### src/rtl/dsn_scheduler.sv
// rtl/dsn_scheduler.sv - time-multiplexed neuron scheduler for a shared DSN datapath
//
// Holds one 13-bit membrane value per virtual neuron and time-shares a single
// external datapath between them. A synaptic request takes five cycles
// (IDLE->ISSUE->W1->W2->DONE); a tick runs a leak sweep over all neurons.
//
// Ports:
//   clock, reset          clock and asynchronous active-low reset
//   io_in_*               synaptic request handshake (nid, 9-bit vpre)
//   io_vth                shared firing threshold
//   io_tick               timestep boundary pulse, requests a leak sweep
//   io_dsn_*              operands to / results from the external datapath
//   io_spike_valid/nid    one-cycle spike event
//   io_busy               scheduler not idle
//   io_timestep           completed leak sweeps (mod 256)
//   io_tick_overrun       sticky flag: a tick was dropped
module dsn_scheduler #(
    parameter int NUM_NEURONS = 8,
    localparam int NID_W = $clog2(NUM_NEURONS)
) (
    input  logic             clock,
    input  logic             reset,
    input  logic             io_in_valid,
    output logic             io_in_ready,
    input  logic [NID_W-1:0] io_in_nid,
    input  logic [8:0]       io_in_vpre,
    input  logic [12:0]      io_vth,
    input  logic             io_tick,
    output logic [8:0]       io_dsn_vpre,
    output logic [12:0]      io_dsn_vleak_in,
    output logic [12:0]      io_dsn_vth,
    input  logic [12:0]      io_dsn_vleak_out,
    input  logic             io_dsn_spike,
    output logic             io_spike_valid,
    output logic [NID_W-1:0] io_spike_nid,
    output logic             io_busy,
    output logic [7:0]       io_timestep,
    output logic             io_tick_overrun
);

    localparam logic [2:0] IDLE  = 3'd0;
    localparam logic [2:0] ISSUE = 3'd1;
    localparam logic [2:0] W1    = 3'd2;
    localparam logic [2:0] W2    = 3'd3;
    localparam logic [2:0] DONE  = 3'd4;
    localparam logic [2:0] LEAK  = 3'd5;

    logic [2:0]       fsm_q, fsm_d;
    logic [NID_W-1:0] nid_q, nid_d;
    logic [NID_W-1:0] sweep_q, sweep_d;
    logic [12:0]      state_q [NUM_NEURONS];
    logic [12:0]      state_d [NUM_NEURONS];
    logic             tick_pending_q, tick_pending_d;
    logic [7:0]       timestep_q, timestep_d;
    logic             overrun_q, overrun_d;
    logic             spike_valid_q, spike_valid_d;
    logic [NID_W-1:0] spike_nid_q, spike_nid_d;
    logic [8:0]       dsn_vpre_q, dsn_vpre_d;
    logic [12:0]      dsn_vleak_q, dsn_vleak_d;
    logic             accept;

    // A tick arriving this very cycle already blocks new requests, so the
    // sweep wins over a simultaneous request.
    assign io_in_ready     = reset && (fsm_q == IDLE) && !tick_pending_q && !io_tick;
    assign accept          = io_in_valid && io_in_ready;
    assign io_dsn_vth      = io_vth;
    assign io_dsn_vpre     = dsn_vpre_q;
    assign io_dsn_vleak_in = dsn_vleak_q;
    assign io_spike_valid  = spike_valid_q;
    assign io_spike_nid    = spike_nid_q;
    assign io_busy         = (fsm_q != IDLE);
    assign io_timestep     = timestep_q;
    assign io_tick_overrun = overrun_q;

    always_comb begin
        fsm_d          = fsm_q;
        nid_d          = nid_q;
        sweep_d        = sweep_q;
        state_d        = state_q;
        tick_pending_d = tick_pending_q | io_tick;
        timestep_d     = timestep_q;
        overrun_d      = overrun_q;
        spike_valid_d  = 1'b0;
        spike_nid_d    = spike_nid_q;
        dsn_vpre_d     = dsn_vpre_q;
        dsn_vleak_d    = dsn_vleak_q;

        // Only one sweep can be queued; any further tick is lost.
        if (io_tick && (tick_pending_q || fsm_q == LEAK)) begin
            overrun_d = 1'b1;
        end

        case (fsm_q)
            IDLE: begin
                if (tick_pending_q || io_tick) begin
                    fsm_d   = LEAK;
                    sweep_d = '0;
                end else if (accept) begin
                    fsm_d       = ISSUE;
                    nid_d       = io_in_nid;
                    dsn_vpre_d  = io_in_vpre;
                    // The membrane value cannot change while the op is in
                    // flight, so a registered copy stays valid until DONE.
                    dsn_vleak_d = state_q[io_in_nid];
                end
            end
            ISSUE: fsm_d = W1;
            W1:    fsm_d = W2;
            W2:    fsm_d = DONE;
            DONE: begin
                state_d[nid_q] = io_dsn_spike ? 13'd0 : io_dsn_vleak_out;
                spike_valid_d  = io_dsn_spike;
                if (io_dsn_spike) begin
                    spike_nid_d = nid_q;
                end
                dsn_vpre_d  = '0;
                dsn_vleak_d = '0;
                fsm_d       = IDLE;
            end
            LEAK: begin
                state_d[sweep_q] = state_q[sweep_q] - (state_q[sweep_q] >> 3);
                sweep_d          = sweep_q + 1'b1;
                if (sweep_q == NID_W'(NUM_NEURONS - 1)) begin
                    tick_pending_d = 1'b0;
                    timestep_d     = timestep_q + 8'd1;
                    fsm_d          = IDLE;
                end
            end
            default: fsm_d = IDLE;
        endcase
    end

    always_ff @(posedge clock or negedge reset) begin
        if (!reset) begin
            fsm_q          <= IDLE;
            nid_q          <= '0;
            sweep_q        <= '0;
            for (int i = 0; i < NUM_NEURONS; i++) begin
                state_q[i] <= '0;
            end
            tick_pending_q <= 1'b0;
            timestep_q     <= '0;
            overrun_q      <= 1'b0;
            spike_valid_q  <= 1'b0;
            spike_nid_q    <= '0;
            dsn_vpre_q     <= '0;
            dsn_vleak_q    <= '0;
        end else begin
            fsm_q          <= fsm_d;
            nid_q          <= nid_d;
            sweep_q        <= sweep_d;
            state_q        <= state_d;
            tick_pending_q <= tick_pending_d;
            timestep_q     <= timestep_d;
            overrun_q      <= overrun_d;
            spike_valid_q  <= spike_valid_d;
            spike_nid_q    <= spike_nid_d;
            dsn_vpre_q     <= dsn_vpre_d;
            dsn_vleak_q    <= dsn_vleak_d;
        end
    end

endmodule

### config.mk
export PLATFORM = sky130hd
export DESIGN_NAME = dsn_scheduler
export DESIGN_NICKNAME = d
export VERILOG_FILES = /design/src/rtl/dsn_scheduler.sv
export SDC_FILE = /design/constraint.sdc
export NUM_CORES = 1
export LEC_CHECK = 0
export CORE_ASPECT_RATIO = 1.25
export CORE_UTILIZATION = 45
export CTS_CLUSTER_DIAMETER = 30
export DETAILED_ROUTE_END_ITERATION = 12
export DONT_BUFFER_PORTS = 1
export GPL_TIMING_DRIVEN = 0
export PLACE_DENSITY_LB_ADDON = 0.15
export SLEW_MARGIN = 25
export SYNTH_ARGS = -nofsm -noshare
export SYNTH_HDL_FRONTEND = slang
export SYNTH_SLANG_ARGS = --single-unit
### constraint.sdc
create_clock -name clock -period 9.2 [get_ports clock]
set_input_delay 1.38 -clock clock [delete_from_list [all_inputs] [get_ports clock]]
set_output_delay 1.38 -clock clock [all_outputs]
set_load 0.005 [all_outputs]
==> out/metrics.yaml, run 1 <==
pwr:
  ir_drop_mv: 0.401
  power_density_nw_per_um2: 383
  leakage_uw: 0.00393
  internal_power_uw: 1950
  comb_power_share_pct: 53.2
  p_clk_share_pct: 19.8
  power_switching_uw: 1740
  p_sw_share_pct: 47.1
  seqPwrFrac_pct: 27.1
yosys:
  synthFlopType: "dfrtp_1"
  synthTopCellsByArea: "dfrtp_1, mux4_2, nand2_1"
  synth_fp_nets: 895
  syn_inst: 838
  synth-edff-count: 0
  ys_types: 59
  synth_seq_area_share_pct: 42.9
  synthDominantCellAreaShare_pct: 42.9
  synthArstFlopShare_pct: 100
  ys_warn_count: 0
  synth.avg_cell_area_um2: 10.4
  synth_top_area_cell: "dfrtp_1"
  synth-seq-cells: 149
  netlist_area_um2: 8690
place:
  postPlaceCellArea_um2: 9000
  portBuffers: 0
  hpwl_um: 23500
  gp_congestion: 0.930
  placed_cells: 1070
  pre_cts_ws_ns: 3.55
sta:
  max_freq_mhz: 170
  relSlewSlack_pct: 23.9
  skew_ns: 0.0101
  rsz0062_at_grt: "false"
  period_share_pct: 63.8
  setup_viol: 0
  fin_setup_tns_ns: 0
  tightest_slew_ns: 1.13
  period_needed_ns: 5.87
  hold_viol_final: 0
  slew_violations: 0
  setup_ws_ns: 3.33
finish:
  n_fill_cell: 1727
  syn_to_final_growth_pct: 10.6
  final_cells: 1102
  finalInstanceArea_um2: 9610
  nets: 914
  drive_gt1_share_pct: 14.1
  antenna_cells: 0
critical_path:
  critPathSlowestCell: "buf_1"
  r2r_start: "sweep_q[2]"
  end_kind: "register"
  cp-startpoint: "sweep_q[2]"
  crit_buf_inv: 5
  crit_type: "register to register"
  start_kind: "register"
  cp_top_family: "buffers and inverters"
  path_max_fanout: 10
  cpPeakStageDelay_ns: 0.75
  cp_common_cell: "buf_1"
  cp.required_ns: 9.48
  crit_arrival_ns: 6.15
  crit_chain: "buf_2 > clkbuf_1 > buf_1 > buf_1 > mux2_2 > ha_1 > inv_1 > fa_1 > a21o_1 > a221oi_1 > o21ai_1 > a31oi_1 > xor2_1 > o221ai_1"
min_path:
  hold_start: "io_tick_overrun"
  hold_class: "register to register"
clock_network:
  cts_tree: "yes"
  cts.path.max_buffers: 2
  numCtsBuffers: 17
  clk_pin_slew_ns: 0.07
  cts.sinks: 149
  postCtsSetupBuffers: 0
  clock-root-buffer: "clkbuf_16"
  worstSkewPairLatency_ns: 0.44
  cts_hold_buf: 0
  cts_resized: 0
  htreeDepth: 4
global_route:
  antenna_found_initial: 0
  grt_first_pass_wirelength_um: 49300
  grtUsageTotal_pct: 34.9
  overflow: 0
  use_met2_pct: 57.8
  grt_max_degree: 154
  grt_util_met1_pct: 41.5
  use_met3_pct: 7.89
  grt-busiest-layer: "met2"
  grt_pass1_vias: 7846
floorplanning:
  num_rows: 56
  fp.dieW_um: 126
  io_pins: 93
  initial_core_util_pct: 46.1
  fp.coreArea_um2: 18800
  die_h_um: 157
  die_area_um2: 19900
detailed_routing:
  drt-vias-per-instance: 7.05
  drt.antenna.violating_nets: 0
  wl_um: 33500
  post-route-drc-count: 0
  route.vias.total: 7764
  first_pass_iters: 5
  drt_iter0_markers: 959
  post_drt_wl_per_cell_um: 30.4
flow_run:
  cap_violations: 0
outcome:
  outcome: "completed"
==> cell families (layout without fill, tap and decap cells) <==
| family | Yosys count | in the layout | synth area share, % |
|---|---|---|---|
| buffers and inverters | 89 | 121 | 4.62 |
| AO/OA/AOI/OAI | 232 | 232 | 18.8 |
| flip-flops | 149 | 149 | 42.9 |
| multiplexers | 82 | 82 | 16.4 |
| adder cells (fa/ha/maj) | 14 | 14 | 2.10 |
| AND/OR/NAND/NOR | 254 | 254 | 13.3 |
| XOR/XNOR | 18 | 18 | 1.90 |
==> state kept, by name, indices dropped and copies added, names as in the netlist, 3 cells and up <==
| name | count |
|---|---|
| nid_q | 3 |
| fsm_q | 3 |
| io_dsn_vpre | 9 |
| state_q | 104 |
| io_dsn_vleak_in | 13 |
| io_spike_nid | 3 |
| io_timestep | 8 |
| sweep_q | 3 |
==> worst paths after layout <==
check | endpoint | cells after the start | slack, ns
worst max-delay path | state_q[75] | 14 | 3.33
worst min-delay path | io_tick_overrun | 1 | 0.50
worst max register to register | state_q[75] | 14 | 3.33
worst min register to register | io_tick_overrun | 1 | 0.50
max in group asynchronous | state_q[30] | 0 | 8.37
min in group asynchronous | io_timestep[0] | 0 | 0.62
==> power by group through the flow <==
stage	registers [uW]	clock network [uW]	logic, uW
final	998	728	1960
after global routing	1010	754	2090
after CTS	987	729	1890
after detailed placement	998	0	1890
after global placement	983	0	1830
after floorplan	941	0	1340
==> layout make-up <==
class	count	area (um^2)	share of cell area, %
inverter	17	63.8	0.664
clock buffer	18	429	4.46
buffer	72	338	3.51
tap	232	290	3.02
multi-input combinational	600	4590	47.7
clock inverter	14	174	1.81
sequential	149	3730	38.8
==> routing by layer <==
layer | vias up | share of wire [%]
li1 | 3184 | -
met5 | - | 0
met4 | 0 | 6.6
met3 | 145 | 9.8
met1 | 3874 | 37
met2 | 561 | 47
==> cells in the final DEF, fill, tap and decap left out, types with 7 or more instances in the layout <==
master / synthesis / layout
a211oi_1: 16 / 16
a21oi_1: 30 / 30
a221o_1: 10 / 10
a22o_1: 10 / 10
a22oi_1: 37 / 37
buf_1: 9 / 9
buf_2: 9 / 9
buf_4: 13 / 13
clkbuf_1: 40 / 41
clkbuf_16: 0 / 17
dfrtp_1: 149 / 149
ha_1: 13 / 13
inv_1: 17 / 17
mux2_2: 12 / 12
mux2i_1: 24 / 24
mux4_2: 42 / 42
nand2_1: 100 / 100
nand2b_1: 18 / 18
nand3_1: 23 / 23
nor2_1: 62 / 62
nor2b_1: 16 / 16
nor3_1: 14 / 13
o21ai_0: 47 / 47
o221ai_1: 36 / 36
o22ai_1: 13 / 13
xnor2_1: 10 / 10
xor2_1: 7 / 7
==> synth_stat cells (4+ instances only) <==
cell,number
nor2b_1,16
o21ai_0,47
a22oi_1,37
dfrtp_1,149
clkbuf_1,40
o22ai_1,13
mux4_2,42
nor3_1,14
inv_1,17
a21o_1,5
mux2i_1,24
nand4_1,4
a211oi_1,16
mux2_2,12
buf_2,9
nand2b_1,18
a31oi_1,4
ha_1,13
o221ai_1,36
nand2_1,100
o211ai_1,4
and3_1,4
a221o_1,10
xor2_1,7
buf_4,13
a21oi_1,30
nand3_1,23
buf_1,9
nor2_1,62
xnor2_1,10
a22o_1,10
o21ai_1,4
==> worst reg2reg max path, stage by stage (launching register included) <==
cell      delay (ns)
dfrtp_1         0.37
buf_2           0.27
clkbuf_1        0.44
buf_1           0.68
buf_1           0.76
mux2_2          0.39
ha_1            0.20
inv_1           0.06
fa_1            0.43
a21o_1          0.19
a221oi_1        0.47
o21ai_1         0.30
a31oi_1         0.27
xor2_1          0.62
o221ai_1        0.24
==> stage by stage <==
step	util (%)	hold slack, ns	power, uW
detailed placement	47.7	0.489	2880
floorplan	-	0.459	2280
finish	51.0	0.499	3680
CTS	50.9	0.507	3610
global placement	47.6	0.481	2820
global route	51.0	0.527	3860
No activity file was read; power rests on OpenSTA's default activity.
==> run 2, diff against run 1 <==
==> constraint.sdc (replaced) <==
create_clock -name clock -period 4.79 [get_ports clock]
set_input_delay 0.7185 -clock clock [delete_from_list [all_inputs] [get_ports clock]]
set_output_delay 0.7185 -clock clock [all_outputs]
set_load 0.005 [all_outputs]
==> out/metrics.yaml, run 2 (same netlist as run 1, synthesis figures left out) <==
sta:
  period_needed_ns: 4.57  # -1.30 ns
  fin_setup_tns_ns: 0  # unchanged
  slew_violations: 0  # unchanged
  rsz0062_at_grt: "false"
  max_freq_mhz: 219  # +28%
  period_share_pct: 95.4  # +32 points
  whs_ns: 0.260  # -0.239 ns
  setup_viol: 0  # unchanged
  tightest_slew_ns: 1.10  # -0.0326 ns
  relSlewSlack_pct: 26.6  # +2.8 points
  hold_viol_final: 0  # unchanged
  skew_ns: 0.00792  # -0.00222 ns
detailed_routing:
  drt.antenna.violating_nets: 0  # unchanged
  route.vias.total: 7735  # -0.37%
  drt_iter0_markers: 1042  # +8.7%
  drt-vias-per-instance: 7.02  # -0.37%
  first_pass_iters: 6  # +1
  wl_um: 33300  # -0.47%
  post-route-drc-count: 0  # unchanged
  post_drt_wl_per_cell_um: 30.2  # -0.47%
clock_network:
  cts.sinks: 149  # unchanged
  cts_tree: "yes"
  clk_pin_slew_ns: 0.07  # about the same
  numCtsBuffers: 17  # unchanged
  worstSkewPairLatency_ns: 0.44  # about the same
  htreeDepth: 4  # unchanged
  clock-root-buffer: "clkbuf_16"
  cts.path.max_buffers: 2  # unchanged
pwr:
  p_clk_share_pct: 19.4  # -0.4 points
  finalPower_uw: 7200  # +95%
  power_switching_uw: 3380  # +95%
  comb_power_share_pct: 53.9  # +0.7 points
  seqPwrFrac_pct: 26.6  # -0.5 points
  internal_power_uw: 3810  # +96%
  ir_drop_mv: 0.774  # +93%
  p_sw_share_pct: 47.0  # -0.11 points
  leakage_uw: 0.00397  # +1.1%
  power_density_nw_per_um2: 744  # +94%
floorplanning:
  initial_core_util_pct: 46.1  # unchanged
  die_h_um: 157  # unchanged
  fp.dieW_um: 126  # unchanged
  fp.coreArea_um2: 18800  # unchanged
  io_pins: 93  # unchanged
  num_rows: 56  # unchanged
  die_area_um2: 19900  # unchanged
critical_path:
  crit_arrival_ns: 4.85  # -1.30 ns
  cp_top_family: "compound AO/OA/AOI/OAI gates"
  cp.depth: 13  # -1
  crit_type: "register to register"
  critPathSlowestCell: "mux4_2"
  crit_buf_inv: 4  # -1
  cp.required_ns: 5.07  # -4.41 ns
  cpPeakStageDelay_ns: 0.58  # -0.17 ns
  end_kind: "register"
  crit_chain: "buf_6 > buf_2 > mux4_2 > mux2i_1 > inv_1 > ha_1 > a21o_1 > a221oi_1 > o21ai_1 > a311oi_2 > xor2_2 > buf_4 > o221ai_1"
  worst_r2r_path_depth: 13  # -1
  r2r_start: "sweep_q[0]"
  start_kind: "register"
  cp-startpoint: "sweep_q[0]"
  path_max_fanout: 17  # +7
outcome:
  outcome: "completed"
global_route:
  grtUsageTotal_pct: 34.9  # +0.043 points
  grt_first_pass_wirelength_um: 49400  # about the same
  overflow: 0  # unchanged
  antenna_found_initial: 0  # unchanged
  grt_pass1_vias: 7828  # -0.23%
  grt_max_degree: 150  # -2.6%
place:
  portBuffers: 0  # unchanged
  postPlaceCellArea_um2: 9000  # unchanged
  hpwl_um: 23500  # unchanged
  gp_congestion: 0.930  # unchanged
finish:
  nets: 914  # unchanged
  antenna_cells: 0  # unchanged
  largest_reg_flops: 104  # unchanged
  syn_to_final_growth_pct: 11.4
  final_cell_mix: "dfrtp_1, nand2_1, nor2_1"
  final_core_util_pct: 51.3  # +0.34 points
  final_common_cell: "dfrtp_1"
  finalInstanceArea_um2: 9680  # +0.66%
  drive_gt1_share_pct: 15.5  # +1.4 points
  max_flop_register: "state_q"
min_path:
  hold_class: "primary input to async pin"
flow_run:
  cap_violations: 0  # unchanged
==> run 2: path summary, 6_finish.rpt <==
kind,end,slack [ns]
max,state_q[103],0.22
min,io_timestep[0],0.26
max reg2reg,state_q[103],0.22
min reg2reg,io_tick_overrun,0.50
max in group asynchronous,state_q[56],3.93
min in group clock,io_dsn_vpre[6],0.41
==> run 2: routing by layer <==
metal	wire length (um)	global-route usage, %	vias to the layer above
met2	15900	57.7	560
met1	12100	41.1	3873
met3	3300	8.46	124
li1	-	-	3178
met4	1970	21.6	0
met5	0	0	-
==> run 2: worst register-to-register path: cells and delay by family, from the launching register on <==
family	cells	cell delay [ns]
adder cells (fa/ha/maj)	1	0.36
buffers and inverters	4	0.95
flip-flops	1	0.37
XOR/XNOR	1	0.16
AO/OA/AOI/OAI	5	1.60
multiplexers	2	0.97
==> run 2: timing repair <==
action / 4_1_cts / 5_1_grt
resized for setup: 11 / 1
endpoints found under the setup margin: 65 / 23
endpoints found under the hold margin: 149 / 0
pin swaps: 0 / 1
buffers inserted: 1 / 1
hold buffers: 1 / 0
==> run 2: metrics by stage <==
step                std cells  setup slack, ns
finish                   1102            0.222
CTS                      1102           0.0657
global route             1102          0.00810
detailed placement       1070           -0.856
floorplan                 838            0.608
global placement         1070           -0.738
==> run 2: layout make-up <==
cell class	instances	area (um^2)
Clock inverter	14	174
Fill cell	1721	9170
Sequential cell	149	3730
Multi-Input combinational cell	600	4610
Clock buffer	18	429
Tap cell	232	290
Buffer	69	335
Timing Repair Buffer	3	42.5
Inverter	17	63.8
==> run 2: power groups by stage <==
stage	sequential (uW)	clock, uW	combinational [uW]
2_1_floorplan	1810	0	2570
3_3_place_gp	1890	0	3520
3_5_place_dp	1920	0	3620
4_1_cts	1900	1400	3710
5_1_grt	1950	1450	4150
6_report	1910	1400	3880
